$ cat src/rtl/dmem_port_arbiter_if.sv
// Bundle between the two MEM-stage slots, the single-port data memory and the arbiter.
// No latency of its own.
// Backpressure: the arbiter's stall output freezes the slot inputs.
interface dmem_port_arbiter_if #(
    parameter int ADDR_W = 10,
    parameter int DATA_W = 32
);
    logic              rd1;
    logic              wr1;
    logic [DATA_W-1:0] addr1;
    logic [DATA_W-1:0] wdata1;
    logic              rd2;
    logic              wr2;
    logic [DATA_W-1:0] addr2;
    logic [DATA_W-1:0] wdata2;
    logic [DATA_W-1:0] mem_rdata;
    logic              mem_rd_en;
    logic              mem_wr_en;
    logic [ADDR_W-1:0] mem_addr;
    logic [DATA_W-1:0] mem_wdata;
    logic [DATA_W-1:0] rdata1;
    logic [DATA_W-1:0] rdata2;
    logic              stall;
    logic [15:0]       conflict_cnt;

    // Pipeline/memory side
    modport master (
        output rd1, wr1, addr1, wdata1, rd2, wr2, addr2, wdata2, mem_rdata,
        input  mem_rd_en, mem_wr_en, mem_addr, mem_wdata, rdata1, rdata2, stall, conflict_cnt
    );

    // Arbiter side
    modport slave (
        input  rd1, wr1, addr1, wdata1, rd2, wr2, addr2, wdata2, mem_rdata,
        output mem_rd_en, mem_wr_en, mem_addr, mem_wdata, rdata1, rdata2, stall, conflict_cnt
    );
endinterface

$ cat src/rtl/dmem_port_arbiter.sv
// Shares one single-port data memory between two MEM-stage slots, slot 1 first.
// Latency: 0 cycles for a single access, one stall cycle per dual access.
// Backpressure: stall high freezes the pipeline; optional DMEM_ARB_PERF_CNT_EN enables conflict_cnt.
module dmem_port_arbiter #(
    parameter int ADDR_W = 10,
    parameter int DATA_W = 32
) (
    input logic                clk,
    input logic                rst,
    dmem_port_arbiter_if.slave bus
);
    typedef enum logic {IDLE, SECOND} state_t;

    state_t            state_q;
    state_t            state_d;
    logic [DATA_W-1:0] hold1_q;

    logic              req1;
    logic              req2;
    logic              ld1;
    logic              ld2;
    logic              drive;
    logic              sel2;
    logic              stall_c;
    logic              rd_en_c;
    logic              wr_en_c;
    logic [ADDR_W-1:0] addr_c;
    logic [DATA_W-1:0] wdata_c;
    logic [DATA_W-1:0] rdata1_c;
    logic [DATA_W-1:0] rdata2_c;
    logic              conflict;

    logic              unused_addr_hi;
    assign unused_addr_hi = ^{bus.addr1[DATA_W-1:ADDR_W], bus.addr2[DATA_W-1:ADDR_W]};

    // A slot with both rd and wr set is a store
    assign req1 = bus.rd1 | bus.wr1;
    assign req2 = bus.rd2 | bus.wr2;
    assign ld1  = bus.rd1 & ~bus.wr1;
    assign ld2  = bus.rd2 & ~bus.wr2;

    always_comb begin
        state_d  = state_q;
        drive    = 1'b0;
        sel2     = 1'b0;
        stall_c  = 1'b0;
        rd_en_c  = 1'b0;
        wr_en_c  = 1'b0;
        addr_c   = '0;
        wdata_c  = '0;
        rdata1_c = '0;
        rdata2_c = '0;
        if (rst) begin
            case (state_q)
                IDLE: begin
                    if (req1) begin
                        drive    = 1'b1;
                        rdata1_c = ld1 ? bus.mem_rdata : '0;
                        if (req2) begin
                            stall_c = 1'b1;
                            state_d = SECOND;
                        end
                    end else if (req2) begin
                        drive    = 1'b1;
                        sel2     = 1'b1;
                        rdata2_c = ld2 ? bus.mem_rdata : '0;
                    end
                end
                SECOND: begin
                    drive    = 1'b1;
                    sel2     = 1'b1;
                    rdata1_c = hold1_q;
                    rdata2_c = bus.mem_rdata;
                    state_d  = IDLE;
                end
                default: state_d = IDLE;
            endcase
        end
        if (drive) begin
            if (sel2) begin
                rd_en_c = ld2;
                wr_en_c = bus.wr2;
                addr_c  = bus.addr2[ADDR_W-1:0];
                wdata_c = bus.wr2 ? bus.wdata2 : '0;
            end else begin
                rd_en_c = ld1;
                wr_en_c = bus.wr1;
                addr_c  = bus.addr1[ADDR_W-1:0];
                wdata_c = bus.wr1 ? bus.wdata1 : '0;
            end
        end
    end

    assign conflict = (state_q == IDLE) && (state_d == SECOND);

    always_ff @(posedge clk) begin
        if (!rst) begin
            state_q <= IDLE;
            hold1_q <= '0;
        end else begin
            state_q <= state_d;
            // A store in slot 1 leaves nothing to return, so hold1 reads back as 0
            if (conflict) hold1_q <= ld1 ? bus.mem_rdata : '0;
        end
    end

`ifdef DMEM_ARB_PERF_CNT_EN
    logic [15:0] cnt_q;
    always_ff @(posedge clk) begin
        if (!rst) begin
            cnt_q <= '0;
        end else if (conflict && (cnt_q != 16'hFFFF)) begin
            cnt_q <= cnt_q + 16'd1;
        end
    end
    assign bus.conflict_cnt = rst ? cnt_q : 16'd0;
`else
    assign bus.conflict_cnt = 16'd0;
`endif

    assign bus.stall     = stall_c;
    assign bus.mem_rd_en = rd_en_c;
    assign bus.mem_wr_en = wr_en_c;
    assign bus.mem_addr  = addr_c;
    assign bus.mem_wdata = wdata_c;
    assign bus.rdata1    = rdata1_c;
    assign bus.rdata2    = rdata2_c;
endmodule

$ cat src/flat_wrapper.sv
// flat-port wrapper written by rule: the top's interface ports become plain ports
module dmem_port_arbiter_flat 
#(
    parameter int ADDR_W = 10,
    parameter int DATA_W = 32
)
  (clk, rst, bus_rd1, bus_wr1, bus_addr1, bus_wdata1, bus_rd2, bus_wr2, bus_addr2, bus_wdata2, bus_mem_rdata, bus_mem_rd_en, bus_mem_wr_en, bus_mem_addr, bus_mem_wdata, bus_rdata1, bus_rdata2, bus_stall, bus_conflict_cnt);
  dmem_port_arbiter_if #(.ADDR_W(ADDR_W), .DATA_W(DATA_W)) bus_i ();
  input logic clk;
  input logic rst;
  input wire logic [$bits(bus_i.rd1)-1:0] bus_rd1;
  input wire logic [$bits(bus_i.wr1)-1:0] bus_wr1;
  input wire logic [$bits(bus_i.addr1)-1:0] bus_addr1;
  input wire logic [$bits(bus_i.wdata1)-1:0] bus_wdata1;
  input wire logic [$bits(bus_i.rd2)-1:0] bus_rd2;
  input wire logic [$bits(bus_i.wr2)-1:0] bus_wr2;
  input wire logic [$bits(bus_i.addr2)-1:0] bus_addr2;
  input wire logic [$bits(bus_i.wdata2)-1:0] bus_wdata2;
  input wire logic [$bits(bus_i.mem_rdata)-1:0] bus_mem_rdata;
  output wire logic [$bits(bus_i.mem_rd_en)-1:0] bus_mem_rd_en;
  output wire logic [$bits(bus_i.mem_wr_en)-1:0] bus_mem_wr_en;
  output wire logic [$bits(bus_i.mem_addr)-1:0] bus_mem_addr;
  output wire logic [$bits(bus_i.mem_wdata)-1:0] bus_mem_wdata;
  output wire logic [$bits(bus_i.rdata1)-1:0] bus_rdata1;
  output wire logic [$bits(bus_i.rdata2)-1:0] bus_rdata2;
  output wire logic [$bits(bus_i.stall)-1:0] bus_stall;
  output wire logic [$bits(bus_i.conflict_cnt)-1:0] bus_conflict_cnt;
  assign bus_i.rd1 = bus_rd1;
  assign bus_i.wr1 = bus_wr1;
  assign bus_i.addr1 = bus_addr1;
  assign bus_i.wdata1 = bus_wdata1;
  assign bus_i.rd2 = bus_rd2;
  assign bus_i.wr2 = bus_wr2;
  assign bus_i.addr2 = bus_addr2;
  assign bus_i.wdata2 = bus_wdata2;
  assign bus_i.mem_rdata = bus_mem_rdata;
  assign bus_mem_rd_en = bus_i.mem_rd_en;
  assign bus_mem_wr_en = bus_i.mem_wr_en;
  assign bus_mem_addr = bus_i.mem_addr;
  assign bus_mem_wdata = bus_i.mem_wdata;
  assign bus_rdata1 = bus_i.rdata1;
  assign bus_rdata2 = bus_i.rdata2;
  assign bus_stall = bus_i.stall;
  assign bus_conflict_cnt = bus_i.conflict_cnt;
  dmem_port_arbiter #(.ADDR_W(ADDR_W), .DATA_W(DATA_W)) u_core (.clk(clk), .rst(rst), .bus(bus_i));
endmodule
$ cat config.mk
export PLATFORM = sky130hd
export DESIGN_NAME = dmem_port_arbiter_flat
export DESIGN_NICKNAME = d
export VERILOG_FILES = /design/src/rtl/dmem_port_arbiter_if.sv /design/src/rtl/dmem_port_arbiter.sv /design/src/flat_wrapper.sv
export SDC_FILE = /design/constraint.sdc
export NUM_CORES = 1
export LEC_CHECK = 0
export ABC_AREA = 1
export BUFFER_PORTS_ARGS = -buffer_cell sky130_fd_sc_hd__buf_2
export CELL_PAD_IN_SITES_DETAIL_PLACEMENT = 0
export CELL_PAD_IN_SITES_GLOBAL_PLACEMENT = 1
export CORE_MARGIN = 1.5
export CORE_UTILIZATION = 24
export DETAILED_ROUTE_END_ITERATION = 6
export PLACE_DENSITY = 0.87
export SYNTH_ARGS = -nofsm -noshare
export SYNTH_HDL_FRONTEND = slang
export SYNTH_SLANG_ARGS = --single-unit
$ cat constraint.sdc
create_clock -name clk -period 2.7 [get_ports clk]
set_input_delay 0.54 -clock clk [delete_from_list [all_inputs] [get_ports clk]]
set_output_delay 0.54 -clock clk [all_outputs]
set_load 0.01 [all_outputs]
# Word level (Yosys, flattened, before mapping)

Index checks and enable logic that the tools add are counted.

Flip-flop bits (word level): 33
Input port bits: 166

Mux-type cells: 31
Bitwise logic cells: 7
Reductions and logical operators: 1

Operators with widths:

| operator            | count |
|---|---|
| $mux W32            | 11 |
| $pmux W32 S2        | 2 |
| $mux W10            | 2 |
| $mux W1             | 13 |
| $pmux W1 S2         | 3 |
| $not A1 Y1          | 3 |
| $and A1 B1 Y1       | 2 |
| $or A1 B1 Y1        | 2 |
| $logic_and A1 B1 Y1 | 1 |

# Logic depth before layout (Yosys ltp)

Word-level depth: 7
Gate-level depth with buffers: 9
Mapped depth without buffers: 7

# Least setup slack after synthesis

No wires, ideal clock.

Kind: in2out
Start: input port bus_wr2
End: output port bus_mem_addr[0]
Data arrival time: 1.486 ns
Slack: 0.674 ns
Stages: 8
Cell sequence: buf_2 -> nor2_2 -> nand2_2 -> nand3_2 -> buf_4 -> buf_6 -> nor2_1 -> nor2_1

Cells in the longest elaborated chain, start to end: 7
Elaborated cells between the ends (all ways): 10

RTL lines:

| item               | RTL line                | source |
|---|---|---|
| start: declaration | flat_wrapper.sv:16      | `input wire logic [$bits(bus_i.wr2)-1:0] bus_wr2;` |
| $or A1 B1 Y1 (*)   | dmem_port_arbiter.sv:38 | `assign req2 = bus.rd2 \| bus.wr2;` |
| $mux W1 (*)        | dmem_port_arbiter.sv:63 | `end else if (req2) begin` |
| $mux W1            | dmem_port_arbiter.sv:56 | `if (req1) begin` |
| $pmux W1 S2        | dmem_port_arbiter.sv:54 | `case (state_q)` |
| $mux W1            | dmem_port_arbiter.sv:53 | `if (rst) begin` |
| $mux W10           | dmem_port_arbiter.sv:80 | `if (sel2) begin` |
| $mux W10 (*)       | dmem_port_arbiter.sv:79 | `if (drive) begin` |
| end: declaration   | flat_wrapper.sv:22      | `output wire logic [$bits(bus_i.mem_addr)-1:0] bus_mem_addr;` |

Every way passes the cells marked *; elsewhere a longest branch is shown, timed or not.

# Final worst setup path

Start: input port bus_wr1
End: output port bus_mem_addr[8]

Cells in the longest elaborated chain, start to end: 6
Elaborated cells between the ends (all ways): 9

RTL lines:

| item               | RTL line                | source |
|---|---|---|
| start: declaration | flat_wrapper.sv:12      | `input wire logic [$bits(bus_i.wr1)-1:0] bus_wr1;` |
| $or A1 B1 Y1 (*)   | dmem_port_arbiter.sv:37 | `assign req1 = bus.rd1 \| bus.wr1;` |
| $mux W1            | dmem_port_arbiter.sv:56 |  |
| $pmux W1 S2        | dmem_port_arbiter.sv:54 |  |
| $mux W1            | dmem_port_arbiter.sv:53 |  |
| $mux W10           | dmem_port_arbiter.sv:80 |  |
| $mux W10 (*)       | dmem_port_arbiter.sv:79 |  |

Marked as above.

==> flow_metrics.env <==
export IMPL_crit_buf_inv=4
export IMPL_rsz0062_at_grt="false"
export IMPL_seq_area_frac_synth=0.201
export IMPL_crit_chain="buf_2 -> inv_1 -> nand2_2 -> nand2_4 -> buf_4 -> nand2_1 -> nand2_1 -> nand2_1 -> nor2_1 -> buf_2"
export IMPL_cts_made_buffers=5
export IMPL_setup_viol=0
export IMPL_fin_util=0.356
export IMPL_grt_pass1_vias=3853
export IMPL_postCtsSetupBuffers=0
export IMPL_clk_pin_slew_worst_paths_ns=0.05
export IMPL_hp_class="flip-flop to flip-flop"
export IMPL_tns_ns=0
export IMPL_path_max_fanout=20
export IMPL_antenna_found_initial=1
export IMPL_path_class="input port to output pin"
export IMPL_drt_pass1_iterations=4
export IMPL_ir_worst_vdd_mv=0.414
export IMPL_fmax_mhz=411
export IMPL_grt_pass1_wl_mm=18.4
export IMPL_cts_tree="built"
export IMPL_status="complete, no violations"
export IMPL_gp_congestion=0.784
export IMPL_grt_usage=0.154
export IMPL_cts_resized=0
export IMPL_post_dp_hpwl_mm=8.59
export IMPL_ant_nets=0
export IMPL_netlist_instances=644
export IMPL_ys_types=20
export IMPL_avgSynthCellArea_sq_um=5.12
export IMPL_drive_above_1_share=0.311
export IMPL_root_buffer="clkbuf_16"
export IMPL_cts_buffer_depth=2
export IMPL_fin_skew_ns=0.00428
export IMPL_yosysMostFrequentCell="nand2_1"
export IMPL_crit_path_top_delay_cell="buf_4"
export IMPL_first_iter_violations=144
export IMPL_drv_cap=0
export IMPL_yosys_area_top_type="nand2_1"
export IMPL_synth_top_cells_by_count="217 x nand2_1, 121 x nor2_1, 63 x inv_1"
export IMPL_holdBufCountCts=0
export IMPL_ys_flop_type="dfxtp_1"
export IMPL_fin_hold_ws_ns=0.473
export IMPL_slowest_delay_ns=0.28
export IMPL_fillers=1529
export IMPL_initial_utilization=0.248
export IMPL_cp_start_kind="input port"
export IMPL_grt_start_max_net_pins=66
export IMPL_die_height_microns=120
export IMPL_die_area_sq_mm=0.0144
export IMPL_syn_area_sq_mm=0.00329
export IMPL_fp_dieW_microns=120
export IMPL_drc=0
export IMPL_core_sq_mm=0.0133
export IMPL_ys_ff_latch=33
export IMPL_area_growth_pct=43.6
export IMPL_ys_top_cells_by_area="nand2_1 25%, dfxtp_1 20%, nor2_1 14%"
export IMPL_slew_viol_final=0
export IMPL_yosys_warnings=0
export IMPL_ioPinCount=291
export IMPL_overflow=0
export IMPL_vias=4417
export IMPL_nets=1010
export IMPL_clk_latency_ns=0.27
export IMPL_h_tree_depth=2
export IMPL_crit_path_end_kind="output pin"
export IMPL_yosysTopAreaCellShare=0.247
export IMPL_wirelength_mm=11.9
export IMPL_arrival_ns=1.90
export IMPL_cpMostUsedCell="nand2_1"
export IMPL_finalCritPeriodShare=0.902
export IMPL_worst_endpoint_required_ns=2.16
export IMPL_power_per_cell_area_mw_per_mm2=396
export IMPL_p_leak_nw=2.89
export IMPL_crit_family="simple AND/OR/NAND/NOR gates"
export IMPL_wl_per_cell_microns=11.6
export IMPL_port_buffers=230
export IMPL_vias_per_cell=4.32
export IMPL_synth_edf_count=0
export IMPL_fin_crit_ns=2.44
export IMPL_max_slew_margin_rel=0.657
export IMPL_async_flop_share=0
export IMPL_tightest_slew_ns=0.514
export IMPL_hold_viol_final=0
export IMPL_cts_sinks=33
export IMPL_rows=42
power by group:
part           leakage [nW]  internal, mW  switching, mW
Combinational          2.54         0.264          0.417
Sequential            0.269         0.512         0.0110
Clock                0.0841         0.461          0.207
Total                  2.89          1.24          0.635
logic make-up after synthesis:
group           Yosys count  synth area share
other cells               1           0.00114
flops                    33             0.201
compound gates           78             0.119
buf+inv                 134             0.186
simple gates            398             0.493
sequential cells by signal (all words and copies together) (netlist names):
signal / flops
u_core.state_q: 1
u_core.hold1_q: 32
worst reg2reg max path: stages, from the launching register on:
cell and delay [ns]:
dfxtp_1 0.31, inv_1 0.14, buf_4 0.47, nand3_2 0.21, buf_12 0.23, nand3_1 0.14
o21ai_0 0.07
per-layer routing:
metal	global-route usage	wire length [microns]	vias up
li1	-	-	2358
met1	0.194	5310	1884
met2	0.270	5490	165
met3	0.0295	919	10
met4	0.0365	133	0
met5	0	0	-
layout make-up:
cell class / instances / area [sq um] / share of cell area
antenna: 1 / 2.50 / 0.000529
clock buffer: 7 / 143 / 0.0302
clock inverter: 1 / 30.0 / 0.00635
inverter: 64 / 240 / 0.0508
multi-input combinational: 492 / 2090 / 0.441
sequential: 33 / 661 / 0.140
tap: 176 / 220 / 0.0465
timing repair buffer: 248 / 1350 / 0.285
placed cells by master, fill, tap and decap left out:
cell type	count
nor2_1	120
buf_12	5
buf_4	13
diode_2	1
conb_1	16
dfxtp_1	33
nand3_2	2
inv_1	63
inv_2	1
nand2_2	2
nand3_1	21
nand2_4	1
nand2_1	217
a21oi_1	35
o211ai_1	1
nand4_1	33
clkbuf_8	1
o21ai_0	42
nor2_2	2
bufinv_16	1
clkbuf_16	5
buf_2	230
clkbuf_1	1
path summary, 6_finish.rpt:
check / from / to / slack, ns / cells past startpoint
worst max-delay path: bus_wr1 / bus_mem_addr[8] / 0.26 / 10
worst min-delay path: u_core.hold1_q[10]$_SDFFE_PN0P_ / u_core.hold1_q[10]$_SDFFE_PN0P_ / 0.47 / 2
worst max register to register: u_core.state_q$_SDFF_PN0_ / u_core.hold1_q[26]$_SDFFE_PN0P_ / 1.01 / 6
worst min register to register: u_core.hold1_q[10]$_SDFFE_PN0P_ / u_core.hold1_q[10]$_SDFFE_PN0P_ / 0.47 / 2
per-stage QoR:
stage	setup slack [ns]	total power [mW]	area, sq um	instances
floorplan	0.674	0.957	3350	659
global placement	0.247	1.22	4560	1013
detailed placement	0.249	1.22	4560	1013
CTS	0.246	1.90	4730	1021
global route	0.0922	2.00	4730	1021
finish	0.265	1.87	4730	1022
Note: power is estimated with default switching activity, not from simulation.
